[src/rtl/fp_classify_stream_if.sv]
//------------------------------------------------------------------------------
// Module : fp_classify_stream_if
// Brief  : Operand/result stream bundle for fp_classify_stream. Carries the
//          input valid/ready/operand, output valid/ready/data/class, and the
//          sticky status flags with their clear strobe.
// Rev    : 1.0  initial release
//------------------------------------------------------------------------------
`default_nettype none

interface fp_classify_stream_if #(
    parameter int W = 16
) ();
    logic         in_valid;
    logic         in_ready;
    logic [W-1:0] in;
    logic         out_valid;
    logic         out_ready;
    logic [W-1:0] out_data;
    logic [9:0]   out_class;
    logic [9:0]   sticky;
    logic         sticky_clr;

    // Operand source / result consumer side
    modport master (
        output in_valid, in, out_ready, sticky_clr,
        input  in_ready, out_valid, out_data, out_class, sticky
    );

    // Classifier side
    modport slave (
        input  in_valid, in, out_ready, sticky_clr,
        output in_ready, out_valid, out_data, out_class, sticky
    );
endinterface

`default_nettype wire

[src/rtl/fp_classify_stream.sv]
//------------------------------------------------------------------------------
// Module : fp_classify_stream
// Brief  : One-stage pipelined IEEE-754 classifier for a generic binary format
//          {sign, EXP_W exponent, MAN_W mantissa}. Each accepted operand is
//          returned with a one-hot fclass-ordered 10-bit class vector, and a
//          sticky OR of all transferred classes is kept for status logic.
//          Optional macro FP_CLASSIFY_CNT_EN adds ten saturating per-class
//          event counters readable through cnt_sel/cnt_val.
// Rev    : 1.0  initial release
//------------------------------------------------------------------------------
`default_nettype none

module fp_classify_stream #(
    parameter int EXP_W = 5,
    parameter int MAN_W = 10,
    parameter int CNT_W = 16
) (
    input  logic                 clk,
    input  logic                 rst_n,
    fp_classify_stream_if.slave  bus
`ifdef FP_CLASSIFY_CNT_EN
    ,
    input  logic [3:0]           cnt_sel,
    output logic [CNT_W-1:0]     cnt_val
`endif
);

    localparam int W = 1 + EXP_W + MAN_W;

    // Class bit positions (fclass order)
    localparam logic [9:0] C_NEG_INF  = 10'h001;
    localparam logic [9:0] C_NEG_NORM = 10'h002;
    localparam logic [9:0] C_NEG_DEN  = 10'h004;
    localparam logic [9:0] C_NEG_ZERO = 10'h008;
    localparam logic [9:0] C_POS_ZERO = 10'h010;
    localparam logic [9:0] C_POS_DEN  = 10'h020;
    localparam logic [9:0] C_POS_NORM = 10'h040;
    localparam logic [9:0] C_POS_INF  = 10'h080;
    localparam logic [9:0] C_SNAN     = 10'h100;
    localparam logic [9:0] C_QNAN     = 10'h200;

    // Narrower fields leave no room for the quiet bit or denormals; such a
    // configuration elaborates this empty marker block and is not supported.
    if (EXP_W < 2 || MAN_W < 2 || CNT_W < 1) begin : g_bad_params
    end

    // Every encoding lands in exactly one class; NaNs ignore the sign bit.
    function automatic logic [9:0] classify(input logic [W-1:0] v);
        logic             s;
        logic [EXP_W-1:0] e;
        logic [MAN_W-1:0] m;
        logic [9:0]       c;
        s = v[W-1];
        e = v[W-2 -: EXP_W];
        m = v[MAN_W-1:0];
        if (&e) begin
            if (m == '0) c = s ? C_NEG_INF : C_POS_INF;
            else         c = m[MAN_W-1] ? C_QNAN : C_SNAN;
        end else if (e == '0) begin
            if (m == '0) c = s ? C_NEG_ZERO : C_POS_ZERO;
            else         c = s ? C_NEG_DEN  : C_POS_DEN;
        end else begin
            c = s ? C_NEG_NORM : C_POS_NORM;
        end
        return c;
    endfunction

    logic         r_ready_en;
    logic         r_out_valid;
    logic [W-1:0] r_out_data;
    logic [9:0]   r_out_class;
    logic [9:0]   r_sticky;

    logic         w_accept;
    logic         w_xfer;
    logic [9:0]   w_class;

    // r_ready_en keeps in_ready low during reset so no source sees a phantom
    // accept; it rises on the first edge after reset is released.
    assign bus.in_ready  = r_ready_en && (!r_out_valid || bus.out_ready);
    assign w_accept      = bus.in_valid && bus.in_ready;
    assign w_xfer        = r_out_valid && bus.out_ready;
    assign w_class       = classify(bus.in);

    assign bus.out_valid = r_out_valid;
    assign bus.out_data  = r_out_data;
    assign bus.out_class = r_out_class;
    assign bus.sticky    = r_sticky;

    // Output register stage: load on accept, empty on a transfer with no refill
    always_ff @(posedge clk) begin
        if (!rst_n) begin
            r_ready_en  <= 1'b0;
            r_out_valid <= 1'b0;
            r_out_data  <= '0;
            r_out_class <= '0;
        end else begin
            r_ready_en <= 1'b1;
            if (w_accept) begin
                r_out_valid <= 1'b1;
                r_out_data  <= bus.in;
                r_out_class <= w_class;
            end else if (w_xfer) begin
                r_out_valid <= 1'b0;
            end
        end
    end

    // Sticky flags: clear first, then OR in the class of a coincident transfer
    always_ff @(posedge clk) begin
        if (!rst_n) begin
            r_sticky <= '0;
        end else if (bus.sticky_clr) begin
            r_sticky <= w_xfer ? r_out_class : 10'h000;
        end else if (w_xfer) begin
            r_sticky <= r_sticky | r_out_class;
        end
    end

`ifdef FP_CLASSIFY_CNT_EN
    localparam logic [CNT_W-1:0] CNT_ONE = CNT_W'(1);

    logic [CNT_W-1:0] r_cnt [10];

    // Per-class saturating counters, zeroed by sticky_clr like the flags
    always_ff @(posedge clk) begin
        if (!rst_n) begin
            for (int k = 0; k < 10; k++) r_cnt[k] <= '0;
        end else begin
            for (int k = 0; k < 10; k++) begin
                if (bus.sticky_clr) begin
                    r_cnt[k] <= (w_xfer && r_out_class[k]) ? CNT_ONE : '0;
                end else if (w_xfer && r_out_class[k] && !(&r_cnt[k])) begin
                    r_cnt[k] <= r_cnt[k] + CNT_ONE;
                end
            end
        end
    end

    // Counter readback; unused select codes read as zero
    always_comb begin
        cnt_val = '0;
        if (cnt_sel < 4'd10) cnt_val = r_cnt[cnt_sel];
    end
`endif

endmodule

`default_nettype wire

[src/flat_wrapper.sv]
// flat-port wrapper written by rule: the top's interface ports become plain ports
module fp_classify_stream_flat 
#(
    parameter int EXP_W = 5,
    parameter int MAN_W = 10,
    parameter int CNT_W = 16
)
  (clk, rst_n, bus_in_valid, bus_in, bus_out_ready, bus_sticky_clr, bus_in_ready, bus_out_valid, bus_out_data, bus_out_class, bus_sticky);
  fp_classify_stream_if #(.W(16)) bus_i ();
  input  logic clk;
  input  logic rst_n;
  input wire logic [$bits(bus_i.in_valid)-1:0] bus_in_valid;
  input wire logic [$bits(bus_i.in)-1:0] bus_in;
  input wire logic [$bits(bus_i.out_ready)-1:0] bus_out_ready;
  input wire logic [$bits(bus_i.sticky_clr)-1:0] bus_sticky_clr;
  output wire logic [$bits(bus_i.in_ready)-1:0] bus_in_ready;
  output wire logic [$bits(bus_i.out_valid)-1:0] bus_out_valid;
  output wire logic [$bits(bus_i.out_data)-1:0] bus_out_data;
  output wire logic [$bits(bus_i.out_class)-1:0] bus_out_class;
  output wire logic [$bits(bus_i.sticky)-1:0] bus_sticky;
  assign bus_i.in_valid = bus_in_valid;
  assign bus_i.in = bus_in;
  assign bus_i.out_ready = bus_out_ready;
  assign bus_i.sticky_clr = bus_sticky_clr;
  assign bus_in_ready = bus_i.in_ready;
  assign bus_out_valid = bus_i.out_valid;
  assign bus_out_data = bus_i.out_data;
  assign bus_out_class = bus_i.out_class;
  assign bus_sticky = bus_i.sticky;
  fp_classify_stream #(.EXP_W(EXP_W), .MAN_W(MAN_W), .CNT_W(CNT_W)) u_core (.clk(clk), .rst_n(rst_n), .bus(bus_i));
endmodule
[config.mk]
export PLATFORM = sky130hd
export DESIGN_NAME = fp_classify_stream_flat
export DESIGN_NICKNAME = d
export VERILOG_FILES = /design/src/rtl/fp_classify_stream_if.sv /design/src/rtl/fp_classify_stream.sv /design/src/flat_wrapper.sv
export SDC_FILE = /design/constraint.sdc
export NUM_CORES = 1
export LEC_CHECK = 0
export BUFFER_PORTS_ARGS = -buffer_cell sky130_fd_sc_hd__buf_4
export CAP_MARGIN = 40
export CORE_MARGIN = 8
export CORE_UTILIZATION = 49
export CTS_BUF_LIST = sky130_fd_sc_hd__clkbuf_2 sky130_fd_sc_hd__clkbuf_4 sky130_fd_sc_hd__clkbuf_8
export CTS_CLUSTER_DIAMETER = 100
export DETAILED_ROUTE_END_ITERATION = 8
export GPL_ROUTABILITY_DRIVEN = 0
export GPL_TIMING_DRIVEN = 1
export PLACE_DENSITY = 0.85
export SETUP_SLACK_MARGIN = 0.3
export SYNTH_ARGS = -nofsm -noshare
export SYNTH_HDL_FRONTEND = slang
export SYNTH_SLANG_ARGS = --single-unit
[constraint.sdc]
create_clock -name clk -period 1.5 [get_ports clk]
set_input_delay 0.225 -clock clk [delete_from_list [all_inputs] [get_ports clk]]
set_output_delay 0.225 -clock clk [all_outputs]
set_load 0.02 [all_outputs]
==> impl_metrics.json <==
{
  "setup_viol": 0,
  "die_width_um": 69.5,
  "synthMuxAreaShare_pct": 0,
  "fin_area_sq_mm": 0.00202,
  "dr.pass1.iters": 4,
  "htree_levels": 2,
  "slew_headroom_pct": 76.5,
  "drt-initial-drc-count": 65,
  "cts_num_sinks": 38,
  "critPathTopFamily": "flip-flops",
  "wl_per_cell_um": 14.8,
  "reg2reg_depth": 4,
  "layout_min_cycle_time_ns": 1.26,
  "track_usage_pct": 15.4,
  "ir_drop_mv": 0.968,
  "status": "complete, no violations",
  "whs_path_depth": 3,
  "syn_nets": 181,
  "first_global_vias": 1406,
  "via_per_inst": 5.38,
  "rsz0062_at_grt": "true",
  "layout_setup_ws_ns": 0.244,
  "clkLatencyLatePin_ns": 0.34,
  "finalCritPeriodShare_pct": 83.7,
  "rows": 19,
  "synthAdderAreaFrac_pct": 0,
  "synth_xor_area_share_pct": 0,
  "post-route-util_pct": 73.7,
  "fmax_mhz": 796,
  "drv_slew": 0,
  "p_leak_nw": 0.898,
  "final_common_cell": "buf_4",
  "clk_pin_slew_ns": 0.11,
  "cp.depth": 3,
  "required_ns": 1.27,
  "numCtsBuffers": 5,
  "critical_path_class": "flop to output pin",
  "ys_types": 21,
  "dpl_cell_area_sq_mm": 0.00188,
  "grt_max_degree": 14,
  "multi_input_area_sq_um": 602,
  "io_buffers": 58,
  "layout_common_cells": "65 x buf_4, 37 x dfxtp_1, 34 x nand2_1, 28 x a21oi_1, 13 x nor2_1",
  "worstPathArrival_ns": 1.03,
  "path_max_fanout": 4,
  "layout.nets": 250,
  "drt_wl_total_um": 3850,
  "yosys_warnings": 0,
  "area_growth_pct": 43.7,
  "cts_buffer_depth": 2,
  "crit_buf_inv": 1,
  "register_area_sq_um": 764,
  "die_area_sq_mm": 0.00483,
  "hp-class": "input port to flop",
  "worstPathCellList": "nand2b_4 > and2_4 > buf_6",
  "syn_area_sq_mm": 0.00140,
  "skew_ns": 0.00965,
  "slowest_delay_ns": 0.37,
  "diodes": 0,
  "io-pin-count": 59,
  "synth_top_family_by_area": "simple AND/OR/NAND/NOR gates",
  "hold_slack_ns": 0.125,
  "dp_hpwl_um": 2930,
  "power.density_mw_per_mm2": 885,
  "pre_cts_ws_ns": 0.176,
  "vias": 1398,
  "grt_pass1_wl_um": 6200,
  "num-fill-cells": 191,
  "start_kind": "flop",
  "cts_tree": "done",
  "power_mw": 1.78,
  "drc": 0,
  "tns_ns": 0,
  "critical-path-slowest-cell": "dfxtp_4",
  "synthSimpleGateAreaFrac_pct": 25.8,
  "drive_gt1_share_pct": 36.7,
  "start_util_pct": 51.3,
  "end_kind": "output pin",
  "synth_seq_area_share_pct": 54.2,
  "hold_viol": 0,
  "worst_slew_pin_slew_ns": 0.352,
  "synth-main-ff-cell": "dfxtp_1",
  "ant_nets": 0,
  "maxCapViolCount": 0,
  "synth-edff-count": 0,
  "ys_async_sr_fraction_pct": 0,
  "gr-total-overflow": 0,
  "core_area_sq_mm": 0.00273,
  "antenna_found_initial": 0,
  "root_buffer": "clkbuf_4",
  "dp.cells": 247,
  "die_h_um": 69.5,
  "synth_compound_area_share_pct": 16.2,
  "avgSynthCellArea_sq_um": 8.77,
  "ys_seq_elements": 38,
  "fin_cells": 260,
  "synthCells": 160
}
state kept, by name (all words and copies together), names as in the netlist:
name	count
u_core.bus.out_data	16
u_core.bus.out_class	10
u_core.r_ready_en	1
u_core.bus.sticky	10
u_core.bus.out_valid	1
timing repair:
| item | in CTS | in global routing |
|---|---|---|
| endpoints found under the setup margin | 9 | 9 |
| pin swaps | 2 | 1 |
| hold buffers | 1 | 0 |
| resized for setup | 3 | 3 |
| setup buffers | 4 | 1 |
| hold endpoints to repair | 1 | 0 |
metal layers:
layer	GRT usage (%)	share of wire, %
met4	6.83	2.2
met2	27.5	49
met3	7.87	11
met5	0	0
met1	14.4	38
kinds of logic (layout without fill, tap and decap cells):
kind of cell / count (synthesis) / in the layout
flops: 38 / 38
compound gates: 37 / 37
simple gates: 74 / 74
buf+inv: 11 / 80
where the power goes:
part	total, mW	switching (mW)	leakage (nW)	internal, mW
combinational	0.254	0.134	0.557	0.121
clock	0.479	0.311	0.0308	0.168
sequential	1.05	0.0162	0.309	1.03
total	1.78	0.461	0.898	1.32
worst paths after layout:
check / startpoint / slack (ns) / endpoint
min: bus_in[7] / 0.12 / u_core.bus.out_data[7]
max: u_core.bus.out_valid / 0.24 / bus_in_ready
min reg2reg: u_core.bus.out_data[0] / 0.46 / u_core.bus.out_data[0]
max reg2reg: u_core.bus.out_valid / 0.31 / u_core.bus.out_class[9]
worst reg2reg max path, cell delays in order (launching register included):
cell,delay (ns)
dfxtp_4,0.36
nand2b_4,0.08
nand3_2,0.14
or3_1,0.41
a21oi_1,0.15
cells in the mapped netlist (2+ instances only):
library cell  number  area share, %
nand2_1           34            9.1
a21oi_1           28             10
buf_1              2           0.54
nor2_1            13            3.5
and3_4             2            1.6
a22o_1             2            1.2
buf_2              3            1.1
and2_1             3            1.3
nor2b_1           10            4.5
nand3_1            3            1.1
dfxtp_1           38             54
inv_1              3           0.80
a32o_1             7            5.0
nor3_1             2           0.71
nor4_1             3            1.3
clkbuf_1           2           0.54
cell type report:
type	count	area share [%]
sequential	38	37.9
tap	31	1.92
multi-input combinational	111	29.9
clock buffer	5	1.86
timing repair buffer	70	27.4
inverter	3	0.559
clock inverter	2	0.497
Note: power is estimated with default switching activity, not from simulation.
